**config.mk**
```make
export PLATFORM = sky130hd
export DESIGN_NAME = rx_page_ctrl
export DESIGN_NICKNAME = d
export VERILOG_FILES = /design/src/rtl/rx_page_ctrl.sv
export SDC_FILE = /design/constraint.sdc
export NUM_CORES = 1
export LEC_CHECK = 0
export CORE_AREA = 2 2 87 89
export CTS_CLUSTER_SIZE = 8
export DETAILED_ROUTE_END_ITERATION = 7
export DIE_AREA = 0 0 89 91
export DONT_BUFFER_PORTS = 1
export RECOVER_POWER = 25
export SKIP_CTS_REPAIR_TIMING = 1
export SLEW_MARGIN = 20
export SYNTH_ARGS = -nofsm -noshare
export SYNTH_HDL_FRONTEND = slang
export SYNTH_SLANG_ARGS = --single-unit
```
**constraint.sdc**
```tcl
create_clock -name clk -period 4.1 [get_ports clk]
set_clock_uncertainty 0.1 [all_clocks]
set_input_delay 0.82 -clock clk [delete_from_list [all_inputs] [get_ports clk]]
set_output_delay 0.82 -clock clk [all_outputs]
set_load 0.02 [all_outputs]
```
**src/rtl/rx_page_ctrl.sv**
```systemverilog
// rx_page_ctrl: receive page scheduler between the rx byte assembler and the
// host-visible receive page RAM. It owns PAGES pages: one is always the current
// write page (wr_page). Every other page sits either in the free queue or in
// the ready queue, where the host collects it.
//
// Ports:
//   clk, reset   system clock, synchronous active-high reset
//   switch       assembler pulse: the current write page holds a finished frame
//   wr_flags     status captured with the frame on switch
//   rd_done      host pulse: the page at rd_page is released
//   clear        pulse: discard everything and return to the reset state
//   wr_page      page the assembler writes (RAM write-address MSBs)
//   rd_page      oldest ready page (RAM read-address MSBs), valid while rx_pending
//   rd_flags     flags stored with rd_page, valid while rx_pending
//   rx_pending   ready queue non-empty (registered)
//   rx_lost      one-cycle pulse per frame dropped for lack of a free page
//   lost_cnt     saturating count of dropped frames
//   free_cnt     pages in the free queue
//   ready_cnt    pages in the ready queue
//
// Handshake: switch, rd_done and clear are single-cycle strobes sampled on the
// rising edge; there is no back-pressure and no busy state, so every strobe is
// consumed on the edge it is seen and its effect is visible the next cycle.
module rx_page_ctrl #(
  parameter  int PAGES = 4,
  localparam int AW    = $clog2(PAGES)
) (
  input  logic          clk,
  input  logic          reset,
  input  logic          switch,
  input  logic [7:0]    wr_flags,
  input  logic          rd_done,
  input  logic          clear,
  output logic [AW-1:0] wr_page,
  output logic [AW-1:0] rd_page,
  output logic [7:0]    rd_flags,
  output logic          rx_pending,
  output logic          rx_lost,
  output logic [7:0]    lost_cnt,
  output logic [AW:0]   free_cnt,
  output logic [AW:0]   ready_cnt
);

  logic [AW-1:0] free_q  [PAGES];
  logic [AW-1:0] rdy_idx [PAGES];
  logic [7:0]    rdy_flg [PAGES];

  logic [AW-1:0] free_head, free_tail;
  logic [AW-1:0] rdy_head, rdy_tail;

  logic          do_swap;     // switch + release: released page goes straight to the writer
  logic          take_free;   // switch: new write page comes from the free queue
  logic          do_drop;     // switch with nothing free: frame discarded
  logic          rd_ok;       // release only: head page returns to the free queue
  logic          push_ready;
  logic [AW:0]   free_cnt_nxt;
  logic [AW:0]   ready_cnt_nxt;

  always_comb begin
    do_swap       = 1'b0;
    take_free     = 1'b0;
    do_drop       = 1'b0;
    rd_ok         = 1'b0;
    free_cnt_nxt  = free_cnt;
    ready_cnt_nxt = ready_cnt;

    if (switch && rd_done && (ready_cnt != '0)) begin
      do_swap = 1'b1;
    end else if (switch) begin
      if (free_cnt != '0) take_free = 1'b1;
      else                do_drop   = 1'b1;
    end else if (rd_done && (ready_cnt != '0)) begin
      rd_ok = 1'b1;
    end

    if (take_free) begin
      free_cnt_nxt  = free_cnt - 1'b1;
      ready_cnt_nxt = ready_cnt + 1'b1;
    end else if (rd_ok) begin
      free_cnt_nxt  = free_cnt + 1'b1;
      ready_cnt_nxt = ready_cnt - 1'b1;
    end

    push_ready = do_swap || take_free;
  end

  // Head slot is shown even when empty; consumers qualify with rx_pending.
  assign rd_page  = rdy_idx[rdy_head];
  assign rd_flags = rdy_flg[rdy_head];

  always_ff @(posedge clk) begin
    if (reset || clear) begin
      // Free queue starts as 1..PAGES-1 from the head; the slot at the tail
      // is empty and gets the 0 filler.
      for (int i = 0; i < PAGES; i++) begin
        free_q[i]  <= AW'((i + 1) % PAGES);
        rdy_idx[i] <= '0;
        rdy_flg[i] <= '0;
      end
      free_head  <= '0;
      free_tail  <= AW'(PAGES - 1);
      free_cnt   <= (AW+1)'(PAGES - 1);
      rdy_head   <= '0;
      rdy_tail   <= '0;
      ready_cnt  <= '0;
      wr_page    <= '0;
      rx_pending <= 1'b0;
      rx_lost    <= 1'b0;
      lost_cnt   <= '0;
    end else begin
      if (push_ready) begin
        rdy_idx[rdy_tail] <= wr_page;
        rdy_flg[rdy_tail] <= wr_flags;
        rdy_tail          <= rdy_tail + 1'b1;
      end
      if (do_swap || rd_ok) rdy_head <= rdy_head + 1'b1;

      if (do_swap) begin
        wr_page <= rdy_idx[rdy_head];
      end else if (take_free) begin
        wr_page   <= free_q[free_head];
        free_head <= free_head + 1'b1;
      end

      if (rd_ok) begin
        free_q[free_tail] <= rdy_idx[rdy_head];
        free_tail         <= free_tail + 1'b1;
      end

      free_cnt   <= free_cnt_nxt;
      ready_cnt  <= ready_cnt_nxt;
      rx_pending <= (ready_cnt_nxt != '0);
      rx_lost    <= do_drop;
      if (do_drop && (lost_cnt != 8'hff)) lost_cnt <= lost_cnt + 1'b1;
    end
  end

endmodule

```
==> flow_summary.ini, run 1 <==
[critical_path]
critPathLaunchType = register
crit_arrival_ns = 2.83
crit_type = register to register
critPathCaptureType = register
cp.required_ns = 3.98
cp_max_fo = 11

[drt]
num_vias = 2177
wirelength_um = 6750
post_drt_wl_per_cell_um = 17.31
via_per_inst = 5.582
ant_nets = 0
first_pass_iters = 4
drc = 0
drt_iter0_drc = 138

[place]
placed_area_sq_mm = 0.003608
routabilityCongestion = 0.7274
dp_hpwl_um = 4607
io_buffers = 0

[global_routing]
overflow = 0
grt.total_usage_pct = 17.96
grt_max_degree = 36
grt_pass1_wl_um = 10950
antenna_found_initial = 0
grt_use_met2_pct = 28.79
grt_pass1_vias = 2196
gr-max-usage-layer = met2
use_met1_pct = 23.08
met3_usage_pct = 4.000

[pwr]
pwr-share-seq_pct = 58.4
ir_worst_vdd_v = 0.0002352
pwr-share-comb_pct = 6.0
power_density_mw_per_mm2 = 400.6
clockPowerShare_pct = 35.6
switching_share_pct = 22.54
p_int_mw = 1.172
p_leak_nw = 1.384
p_sw_mw = 0.3409

[logic_synthesis]
syn-cell-area_sq_mm = 0.003521
netlist_instances = 287
syn-num-nets = 305
synthArstFlopShare_pct = 0
synthTopCellsByCount = edfxtp_1 (48), and2_1 (31), dfxtp_1 (30)
synth.most_common_cell = edfxtp_1
syn_avg_cell_area_sq_um = 12.27
synth.distinct_cells = 46
synth_top_area_share_pct = 40.94
synth_ff_type = edfxtp_1
yosys_warnings = 0
synthTopCellsByArea = edfxtp_1 (41%), dfxtp_1 (17%), mux4_2 (7.7%)
synth_edf_count = 48
synth_area_leader_cell = edfxtp_1
ys_seq_elements = 78
yosysSeqAreaShare_pct = 58.00

[timing]
fin_tns_setup_ns = 0
hold_violations = 0
drv_slew = 0
min_period_ns = 2.945
post-route-period-util_pct = 71.84
finalSetupViolations = 0
slew_headroom_pct = 32.60
tightest_slew_ns = 1.009
rsz0062_at_grt = no
fmax_mhz = 339.5

[min_path]
hold_class = register to register

[clocking]
cts.path.max_buffers = 2
htree_levels = 3
clkTransAtPathRegs_ns = 0.07
numCtsBuffers = 9
clock_latency_ns = 0.34
cts_num_sinks = 78
cts_tree = built
root_buffer = clkbuf_8

[finish]
drive_gt1_share_pct = 11.34
area_delta_synth_final_pct = 7.249
stdcell_area_sq_mm = 0.003776
antenna_cells = 0
final_nets = 304

[die]
die_w_um = 89
initial_utilization_pct = 49.33
rows = 31
dieHeight_um = 91
fp.dieArea_sq_mm = 0.008099
io_pins = 41
core_sq_mm = 0.007137

[run]
cap_violations = 0

[run_status]
status = finished clean
==> power by group through the flow <==
stage / logic, mW / registers (mW) / clock network, mW
2_1_floorplan: 0.0780 / 0.894 / 0
3_3_place_gp: 0.0907 / 0.901 / 0
3_5_place_dp: 0.0923 / 0.901 / 0
4_1_cts: 0.0927 / 0.884 / 0.555
5_1_grt: 0.102 / 0.887 / 0.583
6_report: 0.0910 / 0.883 / 0.539
==> cell type report <==
| type | count | area [sq um] |
|---|---|---|
| Clock inverter | 5 | 50.05 |
| Timing Repair Buffer | 6 | 41.29 |
| Tap cell | 99 | 123.9 |
| Sequential cell | 78 | 2042 |
| Fill cell | 669 | 3361 |
| Inverter | 11 | 41.29 |
| Clock buffer | 11 | 131.4 |
| Multi-Input combinational cell | 180 | 1346 |
==> routing by layer <==
layer  wire length, um  share of wire (%)
met5                 0                  0
met4                90                1.3
met3               309                4.6
met2              3369                 50
met1              2980                 44
==> path summary, 6_finish.rpt <==
check / start / to / slack [ns] / cells past startpoint
worst max-delay path: ready_cnt[0] / rdy_flg[1][5] / 1.15 / 8
worst min-delay path: free_head[1] / register / 0.44 / 2
worst max register to register: ready_cnt[0] / rdy_flg[1][5] / 1.15 / 8
worst min register to register: free_head[1] / register / 0.44 / 2
==> cell families after synthesis <==
family	synth area share, %
AND/OR/NAND/NOR	19.44
buffers and inverters	3.553
XOR/XNOR	1.741
AO/OA/AOI/OAI	7.605
multiplexers	7.676
adder cells (fa/ha/maj)	1.990
flip-flops	58.00
==> registers in the layout (all words and copies together) (netlist names), named ones only <==
register / count
wr_page: 2
free_tail: 2
free_q: 8
free_head: 2
rx_lost: 1
free_cnt: 3
rx_pending: 1
lost_cnt: 8
ready_cnt: 3
rdy_idx: 8
rdy_tail: 2
rdy_head: 2
rdy_flg: 32
==> layout by cell type (no fill, tap or decap), drive strengths merged, types with 11 or more instances in the layout <==
cell / Yosys / final
inv: 11 / 11
and3: 13 / 13
nor2: 13 / 13
nand2: 13 / 13
and2: 31 / 31
edfxtp: 48 / 48
o21ai: 11 / 11
mux4: 12 / 12
clkbuf: 13 / 12
dfxtp: 30 / 30
==> worst max-delay path, stage by stage (launching register included) <==
cell	delay (ns)
dfxtp_1	0.49
inv_1	0.10
ha_1	0.21
ha_1	0.22
nor2b_1	0.45
o211ai_1	0.20
nor3b_1	0.22
buf_4	0.19
nand2b_1	0.41
==> through the flow <==
stage               cells  setup slack, ns  hold WS (ns)  total power, mW  util (%)
finish                390            1.155        0.4400            1.513     52.91
global route          390           0.8243        0.4496            1.572     52.91
CTS                   390            1.129        0.4419            1.532     53.10
detailed placement    374            1.124        0.4226           0.9938     50.56
global placement      374            1.226        0.4095           0.9920     50.56
floorplan             287            1.357        0.3847           0.9715         -
Note: power is estimated with default switching activity, not from simulation.
==> run 2, diff against run 1 <==
PLACE_DENSITY = 0.67   (was not set)
clock period = 2.39 ns   (was 4.1 ns; I/O delays follow)
==> run 2 against run 1 <==
Net effect:
- sequential power increased by 70%
- highest routed layer unchanged
- utilization rose by 2.2 points
- worst hold slack worse by 0.32 ns
- critical endpoint is now free_cnt[2]
- largest cell class unchanged
==> flow_summary.ini, run 2 (synthesized netlist as in run 1, its figures left out) <==
[run_status]
status = finished clean

[place]
io_buffers = 0
place_ws_ns = 0.07403
placed_cells = 390
routabilityCongestion = 0.8724
dp_hpwl_um = 4641

[finish]
layout_commonest_cell = edfxtp_1
regMostFlops = rdy_flg
drive_gt1_share_pct = 17.26
antenna_cells = 0
area_delta_synth_final_pct = 11.80
final_cell_mix = edfxtp_1 (48), and2_1 (31), dfxtp_1 (30)
finalNonFillerCells = 406
largest_reg_flops = 32
final_nets = 320

[clocking]
clkTransAtPathRegs_ns = 0.08
clock_latency_ns = 0.35
cts_tree = built
htree_levels = 3
numCtsBuffers = 9
cts_num_sinks = 78
root_buffer = clkbuf_8
cts.path.max_buffers = 2

[global_routing]
overflow = 0
grt.total_usage_pct = 18.35
grt_pass1_vias = 2175
grt_max_degree = 35
grt_pass1_wl_um = 11070
antenna_found_initial = 0

[die]
initial_utilization_pct = 49.33
fp.dieArea_sq_mm = 0.008099
core_sq_mm = 0.007137
rows = 31
io_pins = 41
dieHeight_um = 91
die_w_um = 89

[timing]
post-route-period-util_pct = 93.35
tightest_slew_ns = 0.4579
slew_headroom_pct = 69.47
drv_slew = 0
rsz0062_at_grt = no
fmax_mhz = 448.2
fin_tns_setup_ns = 0
finalSetupViolations = 0
min_period_ns = 2.231
setup_slack_ns = 0.1590
hold_violations = 0

[drt]
post_drt_wl_per_cell_um = 16.59
drt_iter0_drc = 153
ant_nets = 0
first_pass_iters = 4
num_vias = 2210
wirelength_um = 6734
drc = 0
via_per_inst = 5.443

[pwr]
ir_worst_vdd_v = 0.0002666
power_density_mw_per_mm2 = 682.7
p_leak_nw = 1.451

[critical_path]
ff2ff_setup_slack_ns = 0.16
crit_start = ready_cnt[1]
cp_max_fo = 5
crit_arrival_ns = 2.36
cp_cell_sequence = inv_1, ha_2, ha_4, nor2b_1, buf_4, nor3_4, inv_2, fa_1, and4_1, nor3_2, nor3b_2
cpMaxStageDelayCell = fa_1
critPathLaunchType = register
reg2reg_depth = 11
slowest_delay_ns = 0.37
cp-endpoint = free_cnt[2]
cp.required_ns = 2.51
r2r_end = free_cnt[2]
r2r-start = ready_cnt[1]
crit_type = register to register
critPathCaptureType = register

[min_path]
hold_class = input pin to register
hold_start = switch

[run]
cap_violations = 0
==> run 2: cell type report <==
type                            count  area [sq um]
Inverter                           11         41.29
Clock inverter                      3         42.54
Multi-Input combinational cell    180          1396
Timing Repair Buffer               22         131.4
Fill cell                         623          3201
Tap cell                           99         123.9
Clock buffer                       13         158.9
Sequential cell                    78          2042
==> run 2: worst min-delay path by stage <==
| stage | slack [ns] | to | cells past startpoint |
|---|---|---|---|
| detailed placement | 0.42 | register | 2 |
| global route | 0.11 | wr_page[0] | 1 |
| global placement | 0.41 | rdy_head[1] | 2 |
| floorplan | 0.38 | register | 2 |
| CTS | 0.1 | wr_page[1] | 1 |
| finish | 0.12 | wr_page[1] | 1 |
==> run 2: layer usage <==
| metal | global-route usage (%) | part of all wire (%) | vias up |
|---|---|---|---|
| met4 | 7.960 | 1.9 | 0 |
| met1 | 22.99 | 43 | 1064 |
| li1 | - | - | 1098 |
| met5 | 0 | 0 | - |
| met3 | 4.091 | 4.2 | 9 |
| met2 | 30.10 | 50 | 39 |
==> run 2: critical path, delay by kind of cell, from the launching register on <==
kind / cells / cell delay [ns]
simple gates: 5 / 0.68
flops: 1 / 0.32
fa+ha+maj: 3 / 0.70
buf+inv: 3 / 0.32
==> run 2: power breakdown <==
part | total (mW) | internal (mW) | switching [mW]
logic | 0.189 | 0.0719 | 0.117
registers | 1.50 | 1.48 | 0.0252
clock network | 0.997 | 0.539 | 0.458
total | 2.69 | 2.09 | 0.600
==> run 2: through the flow <==
stage | cell area (sq um) | power, mW | utilization, % | hold slack [ns]
finish | 3936 | 2.687 | 55.15 | 0.1151
detailed placement | 3747 | 1.726 | 52.51 | 0.4246
global route | 3936 | 2.790 | 55.15 | 0.1094
global placement | 3747 | 1.721 | 52.51 | 0.4116
floorplan | 3541 | 1.670 | - | 0.3847
CTS | 3949 | 2.720 | 55.33 | 0.09510
